`config.mk`:
```
export PLATFORM = sky130hd
export DESIGN_NAME = pc_unit_ras_flat
export DESIGN_NICKNAME = d
export VERILOG_FILES = /design/src/rtl/pc_unit_ras_if.sv /design/src/rtl/pc_unit_ras.sv /design/src/flat_wrapper.sv
export SDC_FILE = /design/constraint.sdc
export NUM_CORES = 1
export LEC_CHECK = 0
export CAP_MARGIN = 20
export CORE_MARGIN = 8
export CORE_UTILIZATION = 54
export DETAILED_ROUTE_END_ITERATION = 10
export PLACE_DENSITY = 0.85
export RECOVER_POWER = 100
export SYNTH_ARGS = -nofsm -noshare
export SYNTH_HDL_FRONTEND = slang
export SYNTH_SLANG_ARGS = --single-unit
```
`constraint.sdc`:
```
create_clock -name clk -period 4 [get_ports clk]
set_clock_uncertainty 0.1 [all_clocks]
set_input_delay 1.2 -clock clk [delete_from_list [all_inputs] [get_ports clk]]
set_output_delay 1.2 -clock clk [all_outputs]
set_load 0.005 [all_outputs]
```
`src/rtl/pc_unit_ras_if.sv`:
```
// Next-PC request / fetch-address bundle between the control unit (master)
// and the program-counter unit with return-address stack (slave).
interface pc_unit_ras_if #(
   parameter int WIDTH     = 16,
   parameter int RAS_DEPTH = 4
);
   localparam int CNT_W = $clog2(RAS_DEPTH) + 1;

   logic             stall;
   logic             branch_en;
   logic             call_en;
   logic             ret_en;
   logic [WIDTH-1:0] target;
   logic [WIDTH-1:0] pc;
   logic [WIDTH-1:0] pc_plus;
   logic [CNT_W-1:0] ras_count;
   logic             ras_full;
   logic             ras_empty;
   logic             ras_ovf;
   logic             ras_unf;

   modport master (
      output stall, branch_en, call_en, ret_en, target,
      input  pc, pc_plus, ras_count, ras_full, ras_empty, ras_ovf, ras_unf
   );

   modport slave (
      input  stall, branch_en, call_en, ret_en, target,
      output pc, pc_plus, ras_count, ras_full, ras_empty, ras_ovf, ras_unf
   );
endinterface

```
`src/rtl/pc_unit_ras.sv`:
```
// Program counter with sequential advance, branch, call/return through a
// circular return-address stack, stall, and sticky overflow/underflow flags.
module pc_unit_ras #(
   parameter int               WIDTH      = 16,
   parameter logic [WIDTH-1:0] RESET_ADDR = '0,
   parameter int               INC        = 1,
   parameter int               RAS_DEPTH  = 4
) (
   input logic           clk,
   input logic           rst_n,
   pc_unit_ras_if.slave  bus
);
   localparam int PTR_W = $clog2(RAS_DEPTH);
   localparam int CNT_W = PTR_W + 1;
   localparam logic [CNT_W-1:0] DEPTH_C = CNT_W'(RAS_DEPTH);

   typedef enum logic [2:0] {
      OP_HOLD,
      OP_SEQ,
      OP_BRANCH,
      OP_CALL,
      OP_RET,
      OP_RET_EMPTY
   } op_e;

   op_e              w_op;
   logic [WIDTH-1:0] r_pc;
   logic [WIDTH-1:0] w_pc_next;
   logic [WIDTH-1:0] w_pc_plus;
   logic [PTR_W-1:0] r_ptr;
   logic [PTR_W-1:0] w_ptr_next;
   logic [PTR_W-1:0] w_ptr_dec;
   logic [CNT_W-1:0] r_count;
   logic [CNT_W-1:0] w_count_next;
   logic             r_ovf;
   logic             w_ovf_next;
   logic             r_unf;
   logic             w_unf_next;
   logic             w_full;
   logic             w_empty;
   logic [WIDTH-1:0] r_ras_mem [RAS_DEPTH];

   assign w_pc_plus = r_pc + WIDTH'(INC);
   assign w_ptr_dec = r_ptr - PTR_W'(1);
   assign w_full    = (r_count == DEPTH_C);
   assign w_empty   = (r_count == '0);

   // One operation per cycle, chosen strictly by priority.
   always_comb begin
      w_op = OP_SEQ;
      if (bus.stall)          w_op = OP_HOLD;
      else if (bus.ret_en)    w_op = w_empty ? OP_RET_EMPTY : OP_RET;
      else if (bus.call_en)   w_op = OP_CALL;
      else if (bus.branch_en) w_op = OP_BRANCH;
   end

   always_comb begin
      w_pc_next    = r_pc;
      w_ptr_next   = r_ptr;
      w_count_next = r_count;
      w_ovf_next   = r_ovf;
      w_unf_next   = r_unf;
      case (w_op)
         OP_SEQ:       w_pc_next = w_pc_plus;
         OP_BRANCH:    w_pc_next = bus.target;
         OP_CALL: begin
            w_pc_next  = bus.target;
            w_ptr_next = r_ptr + PTR_W'(1);
            if (w_full) w_ovf_next   = 1'b1;
            else        w_count_next = r_count + CNT_W'(1);
         end
         OP_RET: begin
            // Only reached with a valid entry, so no unwritten slot is read.
            w_pc_next    = r_ras_mem[w_ptr_dec];
            w_ptr_next   = w_ptr_dec;
            w_count_next = r_count - CNT_W'(1);
         end
         OP_RET_EMPTY: begin
            w_pc_next  = w_pc_plus;
            w_unf_next = 1'b1;
         end
         default: ;
      endcase
   end

   always_ff @(posedge clk or negedge rst_n) begin
      if (!rst_n) begin
         r_pc    <= RESET_ADDR;
         r_ptr   <= '0;
         r_count <= '0;
         r_ovf   <= 1'b0;
         r_unf   <= 1'b0;
      end else begin
         r_pc    <= w_pc_next;
         r_ptr   <= w_ptr_next;
         r_count <= w_count_next;
         r_ovf   <= w_ovf_next;
         r_unf   <= w_unf_next;
      end
   end

   // Stack storage carries no reset; a full stack simply overwrites the oldest slot.
   always_ff @(posedge clk) begin
      if (w_op == OP_CALL) r_ras_mem[r_ptr] <= w_pc_plus;
   end

   assign bus.pc        = r_pc;
   assign bus.pc_plus   = w_pc_plus;
   assign bus.ras_count = r_count;
   assign bus.ras_full  = w_full;
   assign bus.ras_empty = w_empty;
   assign bus.ras_ovf   = r_ovf;
   assign bus.ras_unf   = r_unf;
endmodule

```
`src/flat_wrapper.sv`:
```
// flat-port wrapper written by rule: the top's interface ports become plain ports
module pc_unit_ras_flat 
#(
   parameter int               WIDTH      = 16,
   parameter logic [WIDTH-1:0] RESET_ADDR = '0,
   parameter int               INC        = 1,
   parameter int               RAS_DEPTH  = 4
)
  (clk, rst_n, bus_stall, bus_branch_en, bus_call_en, bus_ret_en, bus_target, bus_pc, bus_pc_plus, bus_ras_count, bus_ras_full, bus_ras_empty, bus_ras_ovf, bus_ras_unf);
  pc_unit_ras_if #(.WIDTH(WIDTH), .RAS_DEPTH(RAS_DEPTH)) bus_i ();
  input logic clk;
  input logic rst_n;
  input wire logic [$bits(bus_i.stall)-1:0] bus_stall;
  input wire logic [$bits(bus_i.branch_en)-1:0] bus_branch_en;
  input wire logic [$bits(bus_i.call_en)-1:0] bus_call_en;
  input wire logic [$bits(bus_i.ret_en)-1:0] bus_ret_en;
  input wire logic [$bits(bus_i.target)-1:0] bus_target;
  output wire logic [$bits(bus_i.pc)-1:0] bus_pc;
  output wire logic [$bits(bus_i.pc_plus)-1:0] bus_pc_plus;
  output wire logic [$bits(bus_i.ras_count)-1:0] bus_ras_count;
  output wire logic [$bits(bus_i.ras_full)-1:0] bus_ras_full;
  output wire logic [$bits(bus_i.ras_empty)-1:0] bus_ras_empty;
  output wire logic [$bits(bus_i.ras_ovf)-1:0] bus_ras_ovf;
  output wire logic [$bits(bus_i.ras_unf)-1:0] bus_ras_unf;
  assign bus_i.stall = bus_stall;
  assign bus_i.branch_en = bus_branch_en;
  assign bus_i.call_en = bus_call_en;
  assign bus_i.ret_en = bus_ret_en;
  assign bus_i.target = bus_target;
  assign bus_pc = bus_i.pc;
  assign bus_pc_plus = bus_i.pc_plus;
  assign bus_ras_count = bus_i.ras_count;
  assign bus_ras_full = bus_i.ras_full;
  assign bus_ras_empty = bus_i.ras_empty;
  assign bus_ras_ovf = bus_i.ras_ovf;
  assign bus_ras_unf = bus_i.ras_unf;
  pc_unit_ras #(.WIDTH(WIDTH), .RESET_ADDR(RESET_ADDR), .INC(INC), .RAS_DEPTH(RAS_DEPTH)) u_core (.clk(clk), .rst_n(rst_n), .bus(bus_i));
endmodule
```
==> results.txt <==
fin crit share = 0.958
CP Capture Type = output port
CP Data Arrival Time = 2530 ps
critical path depth = 5
GR Util All Layers = 0.205
placed inst area = 0.00477 mm2
Worst Setup Slack, final = 170 ps
Crit path largest cell delay = 590 ps
WP buf/inv = 1
total negative setup slack = 0 ps
fmax = 261 MHz
Cell variety after synth = 53
clock-pin slew on the worst setup and hold paths = 80 ps
CTS Hold Bufs = 0
clock buffer depth = 2
DR pass1 iterations = 5
Die Wd = 103 um
Worst slew margin = 0.0943
worst min-delay path class = reg -> reg
status = finished clean
Seq/Total Area, Yosys = 0.615
Final min period = 3830 ps
synthesized area = 0.00406 mm2
Post-Layout Inst Area = 0.00498 mm2
CTS buffer count = 9
clock sink count = 87
area delta synth->final = 22.7%
DRC violations left = 0
hpwl dp = 6.90 mm
flops & latches, synth = 87
# Max-Cap Violations = 0
slowest stage cell, crit path = clkdlybuf4s50_1
top_reg_cell synth = edfxtp_1
pre-CTS WS = 443 ps
Worst Tran Pin Value = 1360 ps
path depth of the worst reg2reg path = 6
syn_nets = 315
Final Total Pwr = 3380 uW
Iter 0 DRT Violations = 267
most frequent cells in the layout = 64 x edfxtp_1, 59 x clkdlybuf4s50_1, 23 x dfrtp_1
Buffers on Ports = 60
vias per cell = 6.31
warnings from Yosys = 0
layout cells sized above 1 = 0.136
die area = 0.0105 mm2
drt total wl = 10.1 mm
row count = 31
first-pass GRT wire length = 15.8 mm
Mapped Cells = 287
Async SR Flop Fraction = 0.264
placer congestion estimate = 0.891
core region area = 0.00725 mm2
cells along the critical path = ha_1, and3_1, nand4_1, xnor2_1, clkdlybuf4s50_1
hold_ws = 371 ps
Die Ht = 103 um
routed via count = 2889
diode count = 0
commonest non-fill, non-tap cell in the layout = edfxtp_1
Hold Path Stages = 1
CP max FO = 7
CP required = 2700 ps
CTS root buf = clkbuf_8
nets@finish = 382
gr ovfl total = 0
vias in the first global route = 2964
initial antenna violation count = 0
wire per inst = 22.0 um
Post-synth EDFFs = 64
fin. max-slew vios = 0
Ports = 61
Avg Inst Size Synth = 14.1 um2
LEAKAGE = 0.00173 uW
peak supply drop = 0.324 mV
Setup-failing EPs final = 0
Worst-Skew Late Latency = 360 ps
TritonCTS clock tree = done
largest net degree at the start of global routing = 30
delay-heaviest family, CP = buffers and inverters
starting density of the core = 0.560
H-tree depth = 3
Final Hold Viols = 0
critical setup path kind = reg -> out
crit path launch type = flop
Power Density = 680 mW/mm2
Detail Route Antenna Nets = 0
-- worst reg2reg max path, delay by kind of cell (launching register included) --
family,cells,cell delay (ps)
AOI/OAI and AO/OA,3,540
adders and majority gates,1,830
buffers and inverters,1,90
DFF,1,440
muxes,1,430
-- final timing paths --
check	from	end	slack, ps
hold / removal	u_core.bus.ras_unf$_DFFE_PN0N_	u_core.bus.ras_unf$_DFFE_PN0N_	370
setup reg to reg	u_core.r_ptr[1]$_DFFE_PN0P_	u_core.bus.pc[5]$_DFFE_PN0P_	1450
max in group asynchronous	rst_n	u_core.bus.pc[9]$_DFFE_PN0P_	1430
hold reg to reg	u_core.bus.ras_unf$_DFFE_PN0N_	u_core.bus.ras_unf$_DFFE_PN0N_	370
min in group asynchronous	rst_n	u_core.bus.ras_unf$_DFFE_PN0N_	1560
setup / recovery	u_core.bus.pc[0]$_DFFE_PN0P_	bus_pc_plus[10]	170
-- through the flow --
step,instances,util
after floorplan,287,-
after global placement,440,0.658
after detailed placement,440,0.658
after CTS,456,0.683
after global routing,458,0.687
final,458,0.687
-- Yosys cell counts (3+ instances only) --
cell / count / area share
a211oi_1: 3 / 0.0055
a21oi_1: 9 / 0.011
a221oi_1: 3 / 0.0065
a22oi_1: 4 / 0.0074
a32oi_1: 6 / 0.013
and2_1: 7 / 0.011
and3_1: 4 / 0.0062
buf_2: 5 / 0.0062
buf_6: 3 / 0.0083
clkbuf_1: 9 / 0.0083
dfrtp_1: 23 / 0.14
edfxtp_1: 64 / 0.47
ha_1: 5 / 0.015
inv_1: 14 / 0.013
mux4_2: 16 / 0.089
nand2_1: 10 / 0.0092
nand2b_1: 3 / 0.0046
nand3_1: 10 / 0.012
nand4_1: 8 / 0.012
nor2_1: 9 / 0.0083
nor3_1: 4 / 0.0049
nor4_1: 3 / 0.0046
o211ai_1: 3 / 0.0055
o21ai_0: 10 / 0.012
o31a_1: 4 / 0.0086
or2_2: 3 / 0.0046
xnor2_1: 10 / 0.022
xor2_1: 5 / 0.011
-- registers in the layout (all words and copies together) (netlist names) --
name                  count
u_core.bus.ras_unf        1
u_core.r_ptr              2
u_core.bus.pc            16
u_core.bus.ras_count      3
u_core.r_ras_mem         64
u_core.bus.ras_ovf        1
-- routing by layer --
layer  GRT usage  vias to the layer above  wire, um
li1            -                     1259         -
met1       0.249                     1440      3810
met2       0.325                      161      5030
met3      0.0412                       29       874
met4       0.142                        0       374
met5           0                        -         0
-- kinds of logic after synthesis --
kind of cell | Yosys count | synth area share
DFF | 87 | 0.615
and+or+nand+nor | 70 | 0.0962
AOI/OAI and AO/OA | 62 | 0.112
buffers and inverters | 31 | 0.0357
muxes | 16 | 0.0888
xor gates and xnor gates | 15 | 0.0324
adders and majority gates | 6 | 0.0203
-- power breakdown --
part	internal [uW]	switching, uW
Sequential	1210	189
Combinational	745	657
Clock	286	297
-- cell type report --
| type | count | area [um2] |
|---|---|---|
| clock buffer | 12 | 135 |
| clock inverter | 4 | 46.3 |
| fill | 519 | 2270 |
| inverter | 14 | 52.6 |
| multi-input combinational | 169 | 1430 |
| sequential | 87 | 2500 |
| tap | 99 | 124 |
| timing repair buffer | 73 | 694 |
-- what timing repair did --
action	4_1_cts	5_1_grt
setup endpoints to repair	0	3
resized for setup	0	3
buffers inserted	0	2
Note: power is estimated with default switching activity, not from simulation.
